==> config.mk <==
export PLATFORM = sky130hd
export DESIGN_NAME = resync_event_fifo
export DESIGN_NICKNAME = d
export VERILOG_FILES = /design/src/rtl/resync_event_fifo.sv
export SDC_FILE = /design/constraint.sdc
export NUM_CORES = 1
export LEC_CHECK = 0
export CAP_MARGIN = 20
export CORE_MARGIN = 4
export CORE_UTILIZATION = 60
export CTS_BUF_LIST = sky130_fd_sc_hd__clkbuf_2 sky130_fd_sc_hd__clkbuf_4 sky130_fd_sc_hd__clkbuf_8
export CTS_CLUSTER_SIZE = 28
export DETAILED_ROUTE_END_ITERATION = 8
export DONT_BUFFER_PORTS = 1
export PLACE_DENSITY = 0.76
export SLEW_MARGIN = 20
export SYNTH_ARGS = -nofsm -noshare
export SYNTH_HDL_FRONTEND = slang
export SYNTH_SLANG_ARGS = --single-unit
export TNS_END_PERCENT = 100
==> constraint.sdc <==
create_clock -name clk -period 2.33 [get_ports clk]
set_clock_uncertainty 0.2 [all_clocks]
set_input_delay 0.466 -clock clk [delete_from_list [all_inputs] [get_ports clk]]
set_output_delay 0.466 -clock clk [all_outputs]
set_load 0.01 [all_outputs]
==> src/rtl/resync_event_fifo.sv <==
// Receive side of a two-phase toggle handshake: synchronise req_toggle, capture
// the stable data word on each toggle, acknowledge, and buffer in a FWFT FIFO.
module resync_event_fifo #(
    parameter int WIDTH       = 8,
    parameter int DEPTH       = 4,
    parameter int SYNC_STAGES = 2,
    parameter int ACK_MODE    = 1
) (
    input  logic                       clk,
    input  logic                       rst,
    input  logic                       req_toggle,
    input  logic [WIDTH-1:0]           req_data,
    output logic                       ack_toggle,
    output logic                       out_valid,
    input  logic                       out_ready,
    output logic [WIDTH-1:0]           out_data,
    output logic [$clog2(DEPTH+1)-1:0] fill_level,
    output logic                       overflow,
    input  logic                       clr_overflow
);
    localparam int PTR_W = $clog2(DEPTH);
    localparam int CNT_W = $clog2(DEPTH+1);
    localparam int ARM_W = $clog2(SYNC_STAGES+2);
    localparam logic [CNT_W-1:0] DEPTH_C  = CNT_W'(DEPTH);
    localparam logic [ARM_W-1:0] ARM_LAST = ARM_W'(SYNC_STAGES);

    typedef enum logic {ST_ARM, ST_RUN} state_t;

    state_t                 state_q;
    logic [ARM_W-1:0]       arm_cnt_q;
    logic [SYNC_STAGES-1:0] sync_q;
    logic                   prev_q;
    logic                   ack_q;
    logic [PTR_W-1:0]       wr_ptr_q, rd_ptr_q;
    logic [CNT_W-1:0]       cnt_q, cnt_d;
    logic                   ovf_q;
    logic [WIDTH-1:0]       mem_q [DEPTH];

    logic sync_lvl, event_w, pop, room, push, consume, drop;

    always_comb begin
        sync_lvl = sync_q[SYNC_STAGES-1];
        event_w  = (state_q == ST_RUN) && (sync_lvl != prev_q);
        pop      = (cnt_q != '0) && out_ready;
        room     = (cnt_q != DEPTH_C) || pop;
        push     = event_w && room;
        // In backpressure mode an event that cannot be pushed stays pending.
        consume  = (ACK_MODE != 0) ? push : event_w;
        drop     = (ACK_MODE == 0) && event_w && !room;
        cnt_d    = cnt_q;
        case ({push, pop})
            2'b10:   cnt_d = cnt_q + CNT_W'(1);
            2'b01:   cnt_d = cnt_q - CNT_W'(1);
            default: cnt_d = cnt_q;
        endcase
    end

    always_ff @(posedge clk or posedge rst) begin
        if (rst) begin
            state_q   <= ST_ARM;
            arm_cnt_q <= '0;
            sync_q    <= '0;
            prev_q    <= 1'b0;
            ack_q     <= 1'b0;
            wr_ptr_q  <= '0;
            rd_ptr_q  <= '0;
            cnt_q     <= '0;
            ovf_q     <= 1'b0;
        end else begin
            sync_q <= {sync_q[SYNC_STAGES-2:0], req_toggle};
            case (state_q)
                ST_ARM: begin
                    // Adopt the settled request level as baseline: no spurious event.
                    if (arm_cnt_q == ARM_LAST) begin
                        prev_q  <= sync_lvl;
                        ack_q   <= sync_lvl;
                        state_q <= ST_RUN;
                    end else begin
                        arm_cnt_q <= arm_cnt_q + ARM_W'(1);
                    end
                end
                default: begin
                    if (consume) begin
                        prev_q <= sync_lvl;
                        ack_q  <= ~ack_q;
                    end
                end
            endcase
            if (push) wr_ptr_q <= wr_ptr_q + PTR_W'(1);
            if (pop)  rd_ptr_q <= rd_ptr_q + PTR_W'(1);
            cnt_q <= cnt_d;
            if (drop)              ovf_q <= 1'b1;
            else if (clr_overflow) ovf_q <= 1'b0;
        end
    end

    always_ff @(posedge clk) begin
        if (push) mem_q[wr_ptr_q] <= req_data;
    end

    assign ack_toggle = ack_q;
    assign out_valid  = (cnt_q != '0);
    assign out_data   = mem_q[rd_ptr_q];
    assign fill_level = cnt_q;
    assign overflow   = ovf_q;

endmodule

Yosys cells after proc, flatten, opt, wreduce, memory -nomap -nowiden
Memory sizes are Yosys's and may differ from the RTL's.
Index checks and enable logic that the tools add are counted.
{"block": "totals", "reg_bits": 14, "ramBits": 32, "input_bits": 13, "output_inout_bits": 14, "word_cells": 42, "mem_count": 1}
{"memory": "mem_q", "depth": 4, "width": 8, "read_ports": 1, "rd_ports_with_merged_regs": 0, "write_ports": 1, "line_no": "37", "rtl": "logic [WIDTH-1:0] mem_q [DEPTH];"}
{"block": "classes", "add_sub_neg": 5, "n_eq_ne": 6, "mux": 10, "bitwise": 3, "reduce_logical": 9}
{"operator": "two-way mux 1 bit", "count": 9}
{"operator": "adder 2 x 1 -> 2 bit, second input constant", "count": 3}
{"operator": "case mux 3 bit (2 select lines)", "count": 1}
{"operator": "equality test 2 bit, second input constant", "count": 2}
{"operator": "AND reduction 2 bit", "count": 2}
{"operator": "nonzero test 2 bit", "count": 2}
{"operator": "adder 3 x 1 -> 3 bit, second input constant", "count": 1}
{"operator": "logical AND 1 bit", "count": 3}
{"operator": "!= test 3 bit, second input constant", "count": 1}
{"operator": "inverter 1 bit", "count": 3}
{"operator": "nonzero test 3 bit", "count": 1}
{"operator": "subtractor 3 x 1 -> 3 bit, second input constant", "count": 1}
{"operator": "equality test 2 x 1 -> 1 bit, second input constant", "count": 1}
{"operator": "!= test 2 x 1 -> 1 bit, second input constant", "count": 1}
{"operator": "logical OR 1 bit", "count": 1}
{"operator": "!= test 1 bit", "count": 1}

Depth between registers and ports, before layout
Gate-level depths: netlist of the first run.
{"block": "logic_depth", "word_depth": 6, "depth_mapped": 8, "depth_no_buf": 7}

Least setup slack after synthesis of the first run
No wires, ideal clock.
{"block": "synth_timing", "kind": "reg-to-reg", "from": "register cnt_q[0], in the netlist fill_level[0]", "to": "register cnt_q[1], in the netlist fill_level[1]", "arrival_ns": 1.975, "slack_ns": 0.083, "stages_incl_launch_ff": 9, "period_less_slack_ns": 2.247, "cell_sequence": "dfrtp_1 > buf_2 > or3_4 > and2_4 > nand2_1 > fa_1 > a41oi_1 > a21oi_1 > nor2_1"}
{"block": "synth_via", "elab_chain_len": 6}
{"element": "from (decl)", "line_no": "35", "rtl": "logic [CNT_W-1:0] cnt_q, cnt_d;"}
{"element": "from (signal assigned)", "line_no": "91", "rtl": "cnt_q <= cnt_d;"}
{"element": "nonzero test 3 bit (*)"}
{"element": "named net out_valid", "line_no": "14", "rtl": "output logic out_valid,"}
{"element": "logical AND 1 bit (*)", "line_no": "44", "rtl": "pop = (cnt_q != '0) && out_ready;"}
{"element": "logical OR 1 bit", "line_no": "45", "rtl": "room = (cnt_q != DEPTH_C) || pop;"}
{"element": "logical AND 1 bit", "line_no": "46", "rtl": "push = event_w && room;"}
{"element": "equality test 2 x 1 -> 1 bit / equality test 2 bit (equally long branches)", "line_no": "51", "rtl": "case ({push, pop})"}
{"element": "case mux 3 bit (2 select lines) / nonzero test 2 bit (equally long branches)"}
Mark *: on every way through the listed nets, which the timed path passes. The rest lies on a longest branch.
A chain may end at the register's enable or synchronous reset.

Worst setup path in the final report of the first run
{"block": "layout_timing", "from": "register cnt_q[1], in the netlist fill_level[1]", "to": "register cnt_q[1], in the netlist fill_level[1]"}
The elaborated chain is that of the path after synthesis.

==> flow_metrics.tcl, run 1 <==
set metrics [dict create \
    syn_area_um2 2030 \
    crit_chain "or3_4 -> and2_4 -> nand2_1 -> fa_1 -> a41oi_1 -> a21oi_1 -> nor2_1" \
    leakage_uw 0.000829 \
    synthFlopType "edfxtp_1" \
    drt-met1-wl_um 1310 \
    cpPeakStageDelay_ns 0.47 \
    cp-start-kind "flip-flop" \
    dp_hpwl_um 2340 \
    drive_gt1_share_pct 22.6 \
    critPathTopFamily "simple AND/OR/NAND/NOR gates" \
    finalSetupTns_ns 0 \
    grt_start_max_net_pins 17 \
    synthArstFlopShare_pct 30.4 \
    postCtsSetupRepairBufs 0 \
    cts.htree.levels 2 \
    die_x_um 66.1 \
    antenna-diode-count 0 \
    layout.cells.non_filler 190 \
    worst_pin_slew_ns 0.534 \
    fmax_ghz 0.445 \
    grt_first_pass_wirelength_um 5760 \
    insertion_delay_ns 0.36 \
    track_usage_pct 18.3 \
    core_region_area_um2 3150 \
    cts_tree "yes" \
    critical_path.slowest_cell "fa_1" \
    multiInputGateArea_um2 653 \
    ant_nets 0 \
    dp.cells 172 \
    powerDensity_nw_per_um2 1150 \
    path_buf_inv 0 \
    post-route-min-period_ns 2.25 \
    yosysSeqAreaShare_pct 64.7 \
    ys_types 41 \
    yosys_warnings 0 \
    port_buffers 0 \
    initial_core_util_pct 64.2 \
    wl_met3_um 233 \
    crit_arrival_ns 2.35 \
    r2r_slack_ns 0.08 \
    fin_crit_sh_pct 96.5 \
    finalSetupViolCount 0 \
    globalRouteOverflowTotal 0 \
    cts_buffers 5 \
    dr_wl_met2_um 1780 \
    regArea_um2 1320 \
    peakVddDrop_mv 0.637 \
    ioPinCount 27 \
    place.gp.congestion 0.748 \
    clkSinkCount 46 \
    fillers 240 \
    drv_slew 0 \
    dr.pass1.iters 4 \
    drtIter0Drc 104 \
    crit_type "flip-flop to flip-flop" \
    die_area_um2 4370 \
    grt_pass1_vias 1172 \
    synth_edf_count 32 \
    path_clk_slew_ns 0.13 \
    ys_seq_elements 46 \
    netlist.area_leader.share_pct 47.4 \
    synth_top_cell_by_area "edfxtp_1" \
    status "completed" \
    syn-num-nets 148 \
    required_ns 2.43 \
    syn_area_per_cell_um2 15.7 \
    syn_to_final_growth_pct 12.2 \
    yosys-top-cells-area "edfxtp_1 (47%), dfrtp_1 (17%), mux4_2 (8.9%)" \
    holdCritPathClass "primary input to flip-flop" \
    rows 20 \
    fp.dieH_um 66.1 \
    critPathMaxFanout 3 \
    cp-end-kind "flip-flop" \
    maxCapViolCount 0 \
    highest-signal-layer "met4" \
    hold_violations 0 \
    clk_path_buf_depth 2 \
    antenna_found_initial 0 \
    num_vias 1132 \
    drc 0 \
    avgRoutedWirePerCell_um 17.8 \
    syn_inst 129 \
    finalNetCount 164 \
    drt_wl_total_um 3380 \
    vias_per_cell 5.96 \
    grt_setup_unrepaired "false" \
    slew_headroom_pct 64.3 \
    cts_root_buf "clkbuf_4" \
]
-- per-layer routing --
layer	vias to the layer above	global-route usage (%)
li1	511	-
met1	563	22.3
met2	51	30.9
met3	7	5.78
met4	0	5.84
met5	-	0
-- worst reg2reg max path, stage by stage (launching register included) --
cell and delay, ns:
dfrtp_1 0.40, or3_4 0.43, and2_4 0.19, nand2_1 0.08, fa_1 0.47, a41oi_1 0.22, a21oi_1 0.10, nor2_1 0.10
-- cells in the mapped netlist, types with 2 or more instances --
cell type and count:
a21oi_1 3, a31oi_1 2, and2_1 4, buf_2 4, dfrtp_1 14, edfxtp_1 32, ha_1 5, inv_1 10
mux4_2 8, nand2_1 4, nand4_1 2, nor2_1 5, nor3_2 2, nor4_1 2, o21ai_1 2, xnor2_1 4
xor2_1 2
-- flip-flops by register name (all words and copies together) (netlist names) --
register    count
arm_cnt_q       2
fill_level      3
rd_ptr_q        2
sync_q          2
ack_toggle      1
wr_ptr_q        2
mem_q          32
state_q         1
prev_q          1
-- stage by stage --
| step | hold slack, ns | setup slack (ns) | utilization, % | total power [uW] | cell area, um2 |
|---|---|---|---|---|---|
| 3_5_place_dp | 0.138 | 0.114 | 66.6 | 2220 | 2100 |
| 3_3_place_gp | 0.134 | 0.228 | 66.6 | 2150 | 2100 |
| 6_report | 0.0937 | 0.0823 | 72.1 | 2610 | 2270 |
| 4_1_cts | 0.0771 | 0.0294 | 71.7 | 2620 | 2260 |
| 2_1_floorplan | 0.131 | 0.0829 | - | 1960 | 2030 |
| 5_1_grt | 0.0816 | 0.0103 | 72.1 | 2780 | 2270 |
-- repair_timing --
item,4_1_cts,5_1_grt
hold buffers,10,0
endpoints found under the setup margin,0,7
resized for setup,0,4
hold endpoints to repair,47,0
-- cells by family after synthesis --
kind of cell | after synthesis | share of synthesized area, %
xor+xnor | 7 | 3.40
simple gates | 26 | 8.52
fa+ha+maj | 6 | 4.08
mux | 10 | 9.94
flops | 46 | 64.7
buf+inv | 16 | 3.40
other cells | 1 | 0.185
compound gates | 17 | 5.74
-- report_power, final --
part / switching (uW) / internal, uW / total (uW)
sequential: 123 / 1090 / 1220
clock: 259 / 123 / 382
combinational: 544 / 464 / 1010
-- cell type report --
cell class                 count  share of cell area (%)
clock buffer                   5                    1.65
clock inverter                 3                    1.10
inverter                      10                    1.65
multi-input combinational     67                    28.7
sequential                    46                    57.8
tap                           44                    2.42
timing repair buffer          15                    6.60
-- worst paths after layout --
path / from / to / cells after the start
max in group asynchronous: rst / rd_ptr_q[0] / 2
worst min-delay path: out_ready / fill_level[2] / 2
worst max register to register: fill_level[1] / fill_level[1] / 7
worst min register to register: sync_q[0] / sync_q[1] / 0
worst max-delay path: fill_level[1] / fill_level[1] / 7
min in group asynchronous: rst / wr_ptr_q[1] / 2
-- layout by cell type, fill, tap and decap left out, types with 2 or more instances in the layout --
cell type,Yosys,final
mux4_2,8,8
a21oi_1,3,3
buf_4,1,4
nor2_1,5,5
and2_1,4,4
nand2_1,4,4
dfrtp_2,0,3
nor4_1,2,2
a31oi_1,2,2
dfrtp_1,14,11
nor3_2,2,2
inv_1,10,10
o21ai_1,2,2
xnor2_1,4,4
nand4_1,2,2
clkbuf_4,0,5
edfxtp_1,32,32
dlygate4sd3_1,0,10
ha_1,5,5
Power figures use the tool's default switching activity.
==> inputs of run 2 (changes only) <==
CORE_UTILIZATION = 37   (was 60)
PLACE_DENSITY = default   (was 0.76)
==> flow_metrics.tcl, run 2 (same netlist as run 1, synthesis figures left out) <==
set metrics [dict create \
    status "completed" \
    cts_root_buf "clkbuf_8" \
    path_buf_inv 0 \
    ioPinCount 27 \
    postCtsSetupRepairBufs 0 \
    rows 26 \
    initial_core_util_pct 38.9 \
    mostFrequentLayoutCell "edfxtp_1" \
    top_register "mem_q" \
    cts_tree "yes" \
    grt_start_max_net_pins 17 \
    clkSinkCount 46 \
    critical_path.slowest_cell "fa_1" \
    layout.cells.non_filler 208 \
    insertion_delay_ns 0.29 \
    path_clk_slew_ns 0.09 \
    drt_wl_total_um 3270 \
    post-route-min-period_ns 2.23 \
    crit_chain "or3_4 -> and2_4 -> nand2_1 -> fa_1 -> a41oi_1 -> a21oi_1 -> nor2_1" \
    place.gp.congestion 0.908 \
    fin_util_pct 42.9 \
    crit_type "flip-flop to flip-flop" \
    fin_crit_sh_pct 95.9 \
    peakVddDrop_mv 0.407 \
    die_x_um 82.0 \
    wl_met3_um 174 \
    drv_slew 0 \
    track_usage_pct 11.3 \
    critPathTopFamily "simple AND/OR/NAND/NOR gates" \
    holdCritPathClass "primary input to flip-flop" \
    core_region_area_um2 5200 \
    dr.pass1.iters 4 \
    slew_headroom_pct 64.1 \
    powerDensity_nw_per_um2 1190 \
    layout_common_cells "edfxtp_1 (32), dfrtp_1 (14), inv_1 (10), mux4_2 (8)" \
    hold_violations 0 \
    finalNetCount 156 \
    ant_nets 0 \
    drt-met1-wl_um 1240 \
    die_area_um2 6720 \
    maxCapViolCount 0 \
    globalRouteOverflowTotal 0 \
    vias_per_cell 5.01 \
    port_buffers 0 \
    dp.cells 198 \
    grt_pass1_vias 1113 \
    avgRoutedWirePerCell_um 15.7 \
    grt_first_pass_wirelength_um 5510 \
    cts_buffers 5 \
    highest-signal-layer "met4" \
    fp.dieH_um 82.0 \
    leakage_uw 0.000801 \
    required_ns 2.35 \
    drive_gt1_share_pct 21.7 \
    dp_hpwl_um 2310 \
    crit_arrival_ns 2.26 \
    fillers 476 \
    clk_path_buf_depth 2 \
    cts.htree.levels 2 \
    antenna_found_initial 0 \
    num_vias 1043 \
    critPathMaxFanout 3 \
    largest_register_ffs 32 \
    syn_to_final_growth_pct 10.3 \
    antenna-diode-count 0 \
    cpPeakStageDelay_ns 0.47 \
    drtIter0Drc 72 \
    fmax_ghz 0.447 \
    grt_setup_unrepaired "false" \
    drc 0 \
    dr_wl_met2_um 1830 \
    cp-start-kind "flip-flop" \
    finalSetupTns_ns 0 \
    worst_pin_slew_ns 0.538 \
    finalSetupViolCount 0 \
    cp-end-kind "flip-flop" \
]
## run 2: per-layer routing
metal | GRT usage (%) | up-vias
li1 | - | 494
met1 | 13.1 | 531
met2 | 19.2 | 16
met3 | 3.73 | 2
met4 | 4.32 | 0
met5 | 0 | -
## run 2: what timing repair did
action,in CTS,in global routing
hold buffers,2,0
resized for setup,0,1
setup endpoints to repair,0,2
hold endpoints to repair,15,0
## run 2: worst paths after layout
check                      cells past startpoint             to  slack [ns]     startpoint
setup / recovery                               7  fill_level[1]         0.1  fill_level[1]
hold / removal                                 0    mem_q[3][2]        0.06    req_data[2]
setup reg to reg                               7  fill_level[1]         0.1  fill_level[1]
hold reg to reg                                0      sync_q[1]        0.15      sync_q[0]
max in group asynchronous                      2    rd_ptr_q[1]        1.12            rst
min in group asynchronous                      2      sync_q[1]        0.46            rst
## run 2: area by class of cell
| cell class | count | area (um2) | area share, % |
|---|---|---|---|
| repair buffers | 7 | 57.6 | 2.58 |
| inverters | 10 | 37.5 | 1.68 |
| well taps | 70 | 87.6 | 3.92 |
| multi-input cells | 67 | 648 | 29.0 |
| clock buffers | 5 | 68.8 | 3.08 |
| clock inverters | 3 | 23.8 | 1.06 |
| flip-flops and latches | 46 | 1310 | 58.7 |
## run 2: power breakdown
part | total, uW | internal (uW) | switching [uW] | leakage (uW)
Sequential | 1200 | 1090 | 108 | 0.000454
Clock | 480 | 214 | 265 | 0.0000408
Combinational | 972 | 440 | 532 | 0.000306
## run 2: per-stage QoR
step,area [um2],worst slack (ns),total power [uW],hold slack [ns]
global route,2230,0.0350,2840,0.0377
detailed placement,2120,0.115,2200,0.135
floorplan,2030,0.0829,1960,0.131
finish,2230,0.0951,2650,0.0648
CTS,2230,0.0802,2690,0.0524
global placement,2120,0.217,2150,0.132
